**src/rtl/sb_pkg.sv**
```systemverilog
// rtl/sb_pkg.sv - shared types and helpers for the operand-hazard scoreboard
package sb_pkg;

    // Wide enough for age/lat with NSTAGE up to 15.
    localparam int ENT_W       = 4;
    localparam int SEL_REGFILE = 0;

    typedef struct packed {
        logic             pend;
        logic [ENT_W-1:0] age;
        logic [ENT_W-1:0] lat;
        logic             is_long;
    } sb_entry_t;

    function automatic int sel_long(input int nstage);
        return nstage + 1;
    endfunction

endpackage

```
**src/rtl/sb_read_port.sv**
```systemverilog
// rtl/sb_read_port.sv - one operand lookup: ready and forward-select for a read port
module sb_read_port
    import sb_pkg::*;
#(
    parameter int NREG   = 32,
    parameter int NSTAGE = 3,
    parameter int SEL_W  = 3
) (
    input  logic             need_i,
    input  logic [4:0]       addr_i,
    input  sb_entry_t        table_i [NREG],
    input  logic             long_done_i,
    input  logic [4:0]       long_waddr_i,
    output logic             ready_o,
    output logic [SEL_W-1:0] sel_o
);

    sb_entry_t ent;
    assign ent = table_i[addr_i];

    always_comb begin
        ready_o = 1'b1;
        sel_o   = SEL_W'(SEL_REGFILE);
        if (!need_i || addr_i == 5'd0 || !ent.pend) begin
            ready_o = 1'b1;
        end else if (ent.is_long) begin
            // A long result is only visible on the completion bus in its done cycle.
            if (long_done_i && long_waddr_i == addr_i) begin
                sel_o = SEL_W'(sel_long(NSTAGE));
            end else begin
                ready_o = 1'b0;
            end
        end else if (ent.age < ent.lat) begin
            ready_o = 1'b0;
        end else begin
            sel_o = SEL_W'(ent.age);
        end
    end

endmodule

```
**src/rtl/id_scoreboard.sv**
```systemverilog
// rtl/id_scoreboard.sv - per-register hazard table with ageing, flush and stall reduction
module id_scoreboard
    import sb_pkg::*;
#(
    parameter int NREG      = 32,
    parameter int NREAD     = 2,
    parameter int NSTAGE    = 3,
    parameter int LAT_W     = 2,
    parameter int FLUSH_AGE = 2,
    localparam int SEL_W    = $clog2(NSTAGE + 2)
) (
    input  logic                   clk_i,
    input  logic                   rst_i,
    input  logic                   advance_i,
    input  logic                   issue_valid_i,
    input  logic                   issue_we_i,
    input  logic [4:0]             issue_waddr_i,
    input  logic [LAT_W-1:0]       issue_lat_i,
    input  logic                   issue_long_i,
    input  logic                   long_done_i,
    input  logic [4:0]             long_waddr_i,
    input  logic                   flush_i,
    input  logic [NREAD-1:0]       rd_need_i,
    input  logic [NREAD*5-1:0]     rd_addr_i,
    output logic [NREAD-1:0]       rd_ready_o,
    output logic [NREAD*SEL_W-1:0] rd_sel_o,
    output logic                   stall_o,
    output logic [NREG-1:0]        busy_o
);

    sb_entry_t        tbl_q [NREG];
    sb_entry_t        tbl_d [NREG];
    logic [NREAD-1:0] port_rdy;
    logic             fire;
    logic             waw_long;
    logic [ENT_W-1:0] lat_eff;

    assign fire    = issue_valid_i & ~stall_o & advance_i & ~flush_i;
    assign lat_eff = (issue_lat_i == '0) ? ENT_W'(1) : ENT_W'(issue_lat_i);

    // Later statements win: ageing, then long completion, then issue, then flush.
    always_comb begin
        for (int r = 0; r < NREG; r++) begin
            tbl_d[r] = tbl_q[r];
            if (advance_i && tbl_q[r].pend && !tbl_q[r].is_long) begin
                if (tbl_q[r].age == ENT_W'(NSTAGE)) begin
                    tbl_d[r] = '0;
                end else begin
                    tbl_d[r].age = tbl_q[r].age + 1'b1;
                end
            end
            if (long_done_i && long_waddr_i == 5'(r) && tbl_q[r].is_long) begin
                tbl_d[r] = '0;
            end
            if (fire && issue_we_i && issue_waddr_i == 5'(r)) begin
                tbl_d[r].pend    = 1'b1;
                tbl_d[r].age     = '0;
                tbl_d[r].lat     = lat_eff;
                tbl_d[r].is_long = issue_long_i;
            end
            if (flush_i && tbl_q[r].pend &&
                (tbl_q[r].is_long || tbl_q[r].age < ENT_W'(FLUSH_AGE))) begin
                tbl_d[r] = '0;
            end
            if (r == 0) begin
                tbl_d[r] = '0;
            end
        end
    end

    always_ff @(posedge clk_i) begin
        if (rst_i) begin
            for (int r = 0; r < NREG; r++) begin
                tbl_q[r] <= '0;
            end
        end else begin
            tbl_q <= tbl_d;
        end
    end

    always_comb begin
        for (int r = 0; r < NREG; r++) begin
            busy_o[r] = tbl_q[r].pend;
        end
    end

    for (genvar i = 0; i < NREAD; i++) begin : g_port
        sb_read_port #(
            .NREG   (NREG),
            .NSTAGE (NSTAGE),
            .SEL_W  (SEL_W)
        ) u_port (
            .need_i       (rd_need_i[i]),
            .addr_i       (rd_addr_i[i*5 +: 5]),
            .table_i      (tbl_q),
            .long_done_i  (long_done_i),
            .long_waddr_i (long_waddr_i),
            .ready_o      (port_rdy[i]),
            .sel_o        (rd_sel_o[i*SEL_W +: SEL_W])
        );
    end

    assign rd_ready_o = port_rdy;
    assign waw_long   = issue_we_i && issue_waddr_i != 5'd0 &&
                        tbl_q[issue_waddr_i].pend && tbl_q[issue_waddr_i].is_long;
    assign stall_o    = issue_valid_i & ((|(~port_rdy)) | waw_long);

endmodule

```
**config.mk**
```make
export PLATFORM = sky130hd
export DESIGN_NAME = id_scoreboard
export DESIGN_NICKNAME = d
export VERILOG_FILES = /design/src/rtl/sb_pkg.sv /design/src/rtl/sb_read_port.sv /design/src/rtl/id_scoreboard.sv
export SDC_FILE = /design/constraint.sdc
export NUM_CORES = 1
export LEC_CHECK = 0
export ABC_AREA = 0
export CAP_MARGIN = 30
export CELL_PAD_IN_SITES_DETAIL_PLACEMENT = 1
export CELL_PAD_IN_SITES_GLOBAL_PLACEMENT = 1
export CORE_MARGIN = 4
export CORE_UTILIZATION = 52
export DETAILED_ROUTE_END_ITERATION = 10
export HOLD_SLACK_MARGIN = 0.05
export PLACE_DENSITY = 0.95
export SYNTH_ARGS = -nofsm -noshare
export SYNTH_HDL_FRONTEND = slang
export SYNTH_SLANG_ARGS = --single-unit
```
**constraint.sdc**
```tcl
create_clock -name clk_i -period 14.3 [get_ports clk_i]
set_input_delay 2.86 -clock clk_i [delete_from_list [all_inputs] [get_ports clk_i]]
set_output_delay 2.86 -clock clk_i [all_outputs]
set_load 0.005 [all_outputs]
```
# After elaboration in Yosys (flattened, before gate mapping)
# Index checks and enable logic that the tools add are counted.
# Widths: inputs -> output; s select.
[word_totals] register_bits=320 inputBits=32 output_inout_bits=41 wordCells=966
[op_classes] addsub=31 n_lt_le_gt_ge=36 eq_ne=95 mux=212 bitwise_logic=11 n_reduce_logical=453
[op_table] cell="$mux 10" n=99
[op_table] cell="$logic_and 1x1->1" n=223
[op_table] cell="$reduce_bool 3->1" n=62
[op_table] cell="$eq 5x5->1 const B" n=32
[op_table] cell="$mux 5" n=31
[op_table] cell="$bmux 10 s5" n=3
[op_table] cell="$add 4x1->4 const B" n=31
[op_table] cell="$eq 4x2->1 const B" n=31
[op_table] cell="$lt 4x2->1 const B" n=31
[op_table] cell="$mux 4" n=31
[op_table] cell="$reduce_or 4->1" n=31
[op_table] cell="$eq 5x4->1 const B" n=16
[op_table] cell="$reduce_or 2->1" n=32
[op_table] cell="$reduce_and 2->1" n=31
[op_table] cell="$eq 5x3->1 const B" n=8
[op_table] cell="$mux 1" n=39
[op_table] cell="$logic_not 1->1" n=35
[op_table] cell="$logic_or 1x1->1" n=35
[op_table] cell="$mux 3" n=8
[op_table] cell="$eq 5x2->1 const B" n=4
[op_table] cell="$ge 6x6->1 const B" n=3
[op_table] cell="$not 5->6" n=3
[op_table] cell="$eq 5x1->1 const B" n=2
[op_table] cell="$eq 5x5->1" n=2
[op_table] cell="9 further kinds" n=15

# Longest topological paths before layout
[logic_depth] depth_word=20 mapped_depth=19 depth_no_buf=14

# Hierarchy
# Synthesis repeated with hierarchy kept, for this count alone.
[hier_totals] cells_unflattened=1904 hier_area_um2=18327.6
[modules_own_cells] module="id_scoreboard" instances=1 cells_each=1450 area_per_inst_um2=12482.0
[modules_own_cells] module="sb_read_port" instances=2 cells_each=227 area_per_inst_um2=2922.8

# Worst setup path before layout
# OpenSTA, ideal clock, no wires.
[synth_path] path_kind="input -> output" from="input rd_addr_i[0]" to="output stall_o" arrival_time_ns=6.761 required_ns=11.440 path_slack_ns=4.679 cell_stages=14 n_path_buf=6 cell_sequence="buf_6 buf_6 buf_2 buf_2 buf_1 mux4_2 mux4_2 mux2_2 ha_1 a21boi_1 o31a_4 o21ai_4 buf_4 o21a_1"
[synth_between] elab_chain_cells=12 elab_cells_between_ends=19
[synth_rtl] item="from (decl)" line="id_scoreboard.sv:24" text="input logic [NREAD*5-1:0] rd_addr_i,"
[synth_rtl] item="$not 5->6 (implied by the code)" line="sb_read_port.sv:19" text="assign ent = table_i[addr_i];"
[synth_rtl] item="$bmux 10 s5" line="sb_read_port.sv:19"
[synth_rtl] item="$mux 10 (implied by the code) (2 in series)" line="sb_read_port.sv:19"
[synth_rtl] item="$lt 4x4->1" line="sb_read_port.sv:33" text="end else if (ent.age < ent.lat) begin"
[synth_rtl] item="$mux 1" line="sb_read_port.sv:33"
[synth_rtl] item="$mux 1" line="sb_read_port.sv:26" text="end else if (ent.is_long) begin"
[synth_rtl] item="$mux 1 (*)" line="sb_read_port.sv:24" text="if (!need_i || addr_i == 5'd0 || !ent.pend) begin"
[synth_rtl] item="$not 2->2 (*)" line="id_scoreboard.sv:106" text="assign stall_o = issue_valid_i & ((|(~port_rdy)) | waw_long);"
[synth_rtl] item="$reduce_or 2->1 (*)" line="id_scoreboard.sv:106"
[synth_rtl] item="$or 1x1->1 (*)" line="id_scoreboard.sv:106"
[synth_rtl] item="$and 1x1->1 (*)" line="id_scoreboard.sv:106"
[synth_rtl] item="to (decl)" line="id_scoreboard.sv:27" text="output logic stall_o,"
# Every way passes the cells marked *; elsewhere a longest branch is shown, timed or not. The select of a mux whose other input is x is not followed.

# Final worst setup path
[layout_path] from="input rd_addr_i[5]" to="output stall_o"
# The elaborated chain is that of the path after synthesis.

==> impl_metrics.ini <==
[logic_synthesis]
synthTopCellsByCount = 352 x nand2_1, 248 x dfxtp_1, 164 x mux2i_1
yosysMostFrequentCell = nand2_1
netlist.area_leader.share_pct = 28.1
ys.warnings.count = 0
syn-num-nets = 2029
syn_area_per_cell_um2 = 8.99
ys_top_cells_by_area = dfxtp_1 28%, mux4_2 13%, mux2i_1 9.3%
ys_seq_area_share_pct = 28.1
yosys_register_bits = 248
netlist_instances = 1964
synth_flop_cell = dfxtp_1
syn_area_um2 = 17700
synth_edf_count = 0
async_flop_share_pct = 0
synthDistinctLibCells = 73
yosys.area.top_type = dfxtp_1

[die]
rows = 67
dieArea_um2 = 37000
die_h_um = 192
die_x_um = 192
io_pins = 73
core_area_um2 = 33500
initial_core_util_pct = 52.7

[clock_network]
postCtsHoldBufs = 0
h-tree-depth = 1
cts_setup_buffers = 0
root_buffer = clkbuf_16
cts_tree = built
clkSinkCount = 248
cts_buffer_depth = 3
clk-insertion-delay-late_ns = 0.57
cts.clk_slew.worst_paths_ns = 0.06
cts_resized = 0
cts_buffers = 29

[flow_run]
cap_violations = 0

[setup_path]
crit_required_ns = 11.44
endpoint_kind = primary output
crit_fanout = 37
start_kind = primary input
worstSetupPathType = primary input to primary output
arrival_ns = 8.19

[power]
irDropWorstVdd_mv = 0.0919
p_per_area_nw_per_um2 = 84.1
p_leak_nw = 6.74

[global_route]
grtUsageTotal_pct = 38.4
antenna_found_initial = 0
grt_pass1_vias = 18269
grt_max_degree = 61
grt_pass1_wl_mm = 110
overflow = 0

[routing]
drt_iter0_markers = 2152
wl_per_cell_um = 29.7
vias_per_cell = 7.26
vias = 17609
wirelength_mm = 71.9
drc = 0
first_pass_iters = 9
ant_nets = 0

[sta]
whs_ns = 0.493
fin_setup_tns_ns = 0
finalHoldViolations = 0
min_period_ns = 11.05
slew_headroom_pct = 31.2
drv_slew = 0
setup-violations-final = 0
finalCritPeriodShare_pct = 77.3
rsz0062_at_grt = false
tightestPinTransition_ns = 1.03
fin_skew_ns = 0.0289
timing.fmax_mhz = 90.5

[layout]
finish.utilization_pct = 57.5
area_delta_synth_final_pct = 9.07
drive_above_1_share_pct = 14.6
antenna_cells = 0
final_nets = 2022
fillers = 3876

[placed_design]
port_buffers = 71
hpwl_mm = 51.3
place.gp.congestion = 1.01

[outcome]
status = finished clean

[min_path]
hold_class = flip-flop to flip-flop
==> where the power goes <==
part | internal (mW) | switching (mW)
Combinational | 0.0488 | 0.111
Sequential | 0.691 | 0.00111
Clock | 0.454 | 0.314
Total | 1.19 | 0.427
==> per-stage QoR <==
stage               std cells  instance area [um2]  setup slack (ns)  power [mW]
floorplan                1964                17700              4.68       0.812
global placement         2372                18300              3.49       0.852
detailed placement       2373                18300              3.33       0.859
CTS                      2424                19200              3.34        1.61
global route             2425                19300              3.05        1.66
finish                   2425                19300              3.25        1.62
==> final cells by class <==
type	instances	area, um2	share of cell area [%]
clock buffers	41	831	4.31
well taps	448	561	2.91
repair buffers	92	871	4.52
multi-input cells	1577	11900	61.7
clock inverters	10	125	0.649
flip-flops and latches	248	4960	25.8
inverters	9	33.8	0.175
==> flip-flops by register name, summed over array words and instances, names as in the netlist <==
signal  cells
busy_o     31
tbl_q     217
==> routing by layer <==
metal	up-vias	global-route usage (%)	share of wire, %
met5	-	0	0
met4	0	22.3	7.7
met3	440	8.81	12
met2	1288	60.9	45
met1	8609	48.0	36
li1	7272	-	-
==> path summary, 6_finish.rpt <==
path	start	end	slack [ns]	depth (start not counted)
worst max-delay path	rd_addr_i[5]	stall_o	3.25	14
worst min-delay path	tbl_q[112]	tbl_q[112]	0.49	2
worst max register to register	tbl_q[186]	tbl_q[276]	9.64	12
worst min register to register	tbl_q[112]	tbl_q[112]	0.49	2
==> critical path, cell delays in order <==
cell and delay, ns:
buf_4 0.45, buf_4 0.60, mux4_2 0.59, mux4_2 0.47
mux2_2 0.30, ha_1 0.35, o311ai_1 0.13, o41ai_2 0.14
a2111oi_2 0.50, o21ai_2 0.17, o21ai_4 0.08, buf_4 0.71
o21a_1 0.24, clkdlybuf4s50_1 0.53
==> placed cells by master, fill, tap and decap left out, types with 46 or more instances in the layout <==
| cell | count |
|---|---|
| nand2_1 | 352 |
| nand3_1 | 72 |
| or2_2 | 53 |
| nor2_1 | 95 |
| nor3_1 | 130 |
| dfxtp_1 | 248 |
| a31oi_1 | 46 |
| mux2i_1 | 164 |
| a21oi_1 | 78 |
| mux4_2 | 104 |
| clkdlybuf4s50_1 | 66 |
==> cell families after synthesis <==
| logic type | count (synthesis) | share of synthesized area, % |
|---|---|---|
| compound gates | 272 | 10.6 |
| mux | 296 | 24.4 |
| buf+inv | 139 | 4.63 |
| fa+ha+maj | 33 | 2.34 |
| xor+xnor | 49 | 2.43 |
| flops | 248 | 28.1 |
| simple gates | 926 | 27.5 |
| other cells | 1 | 0.0212 |
Note: power is estimated with default switching activity, not from simulation.
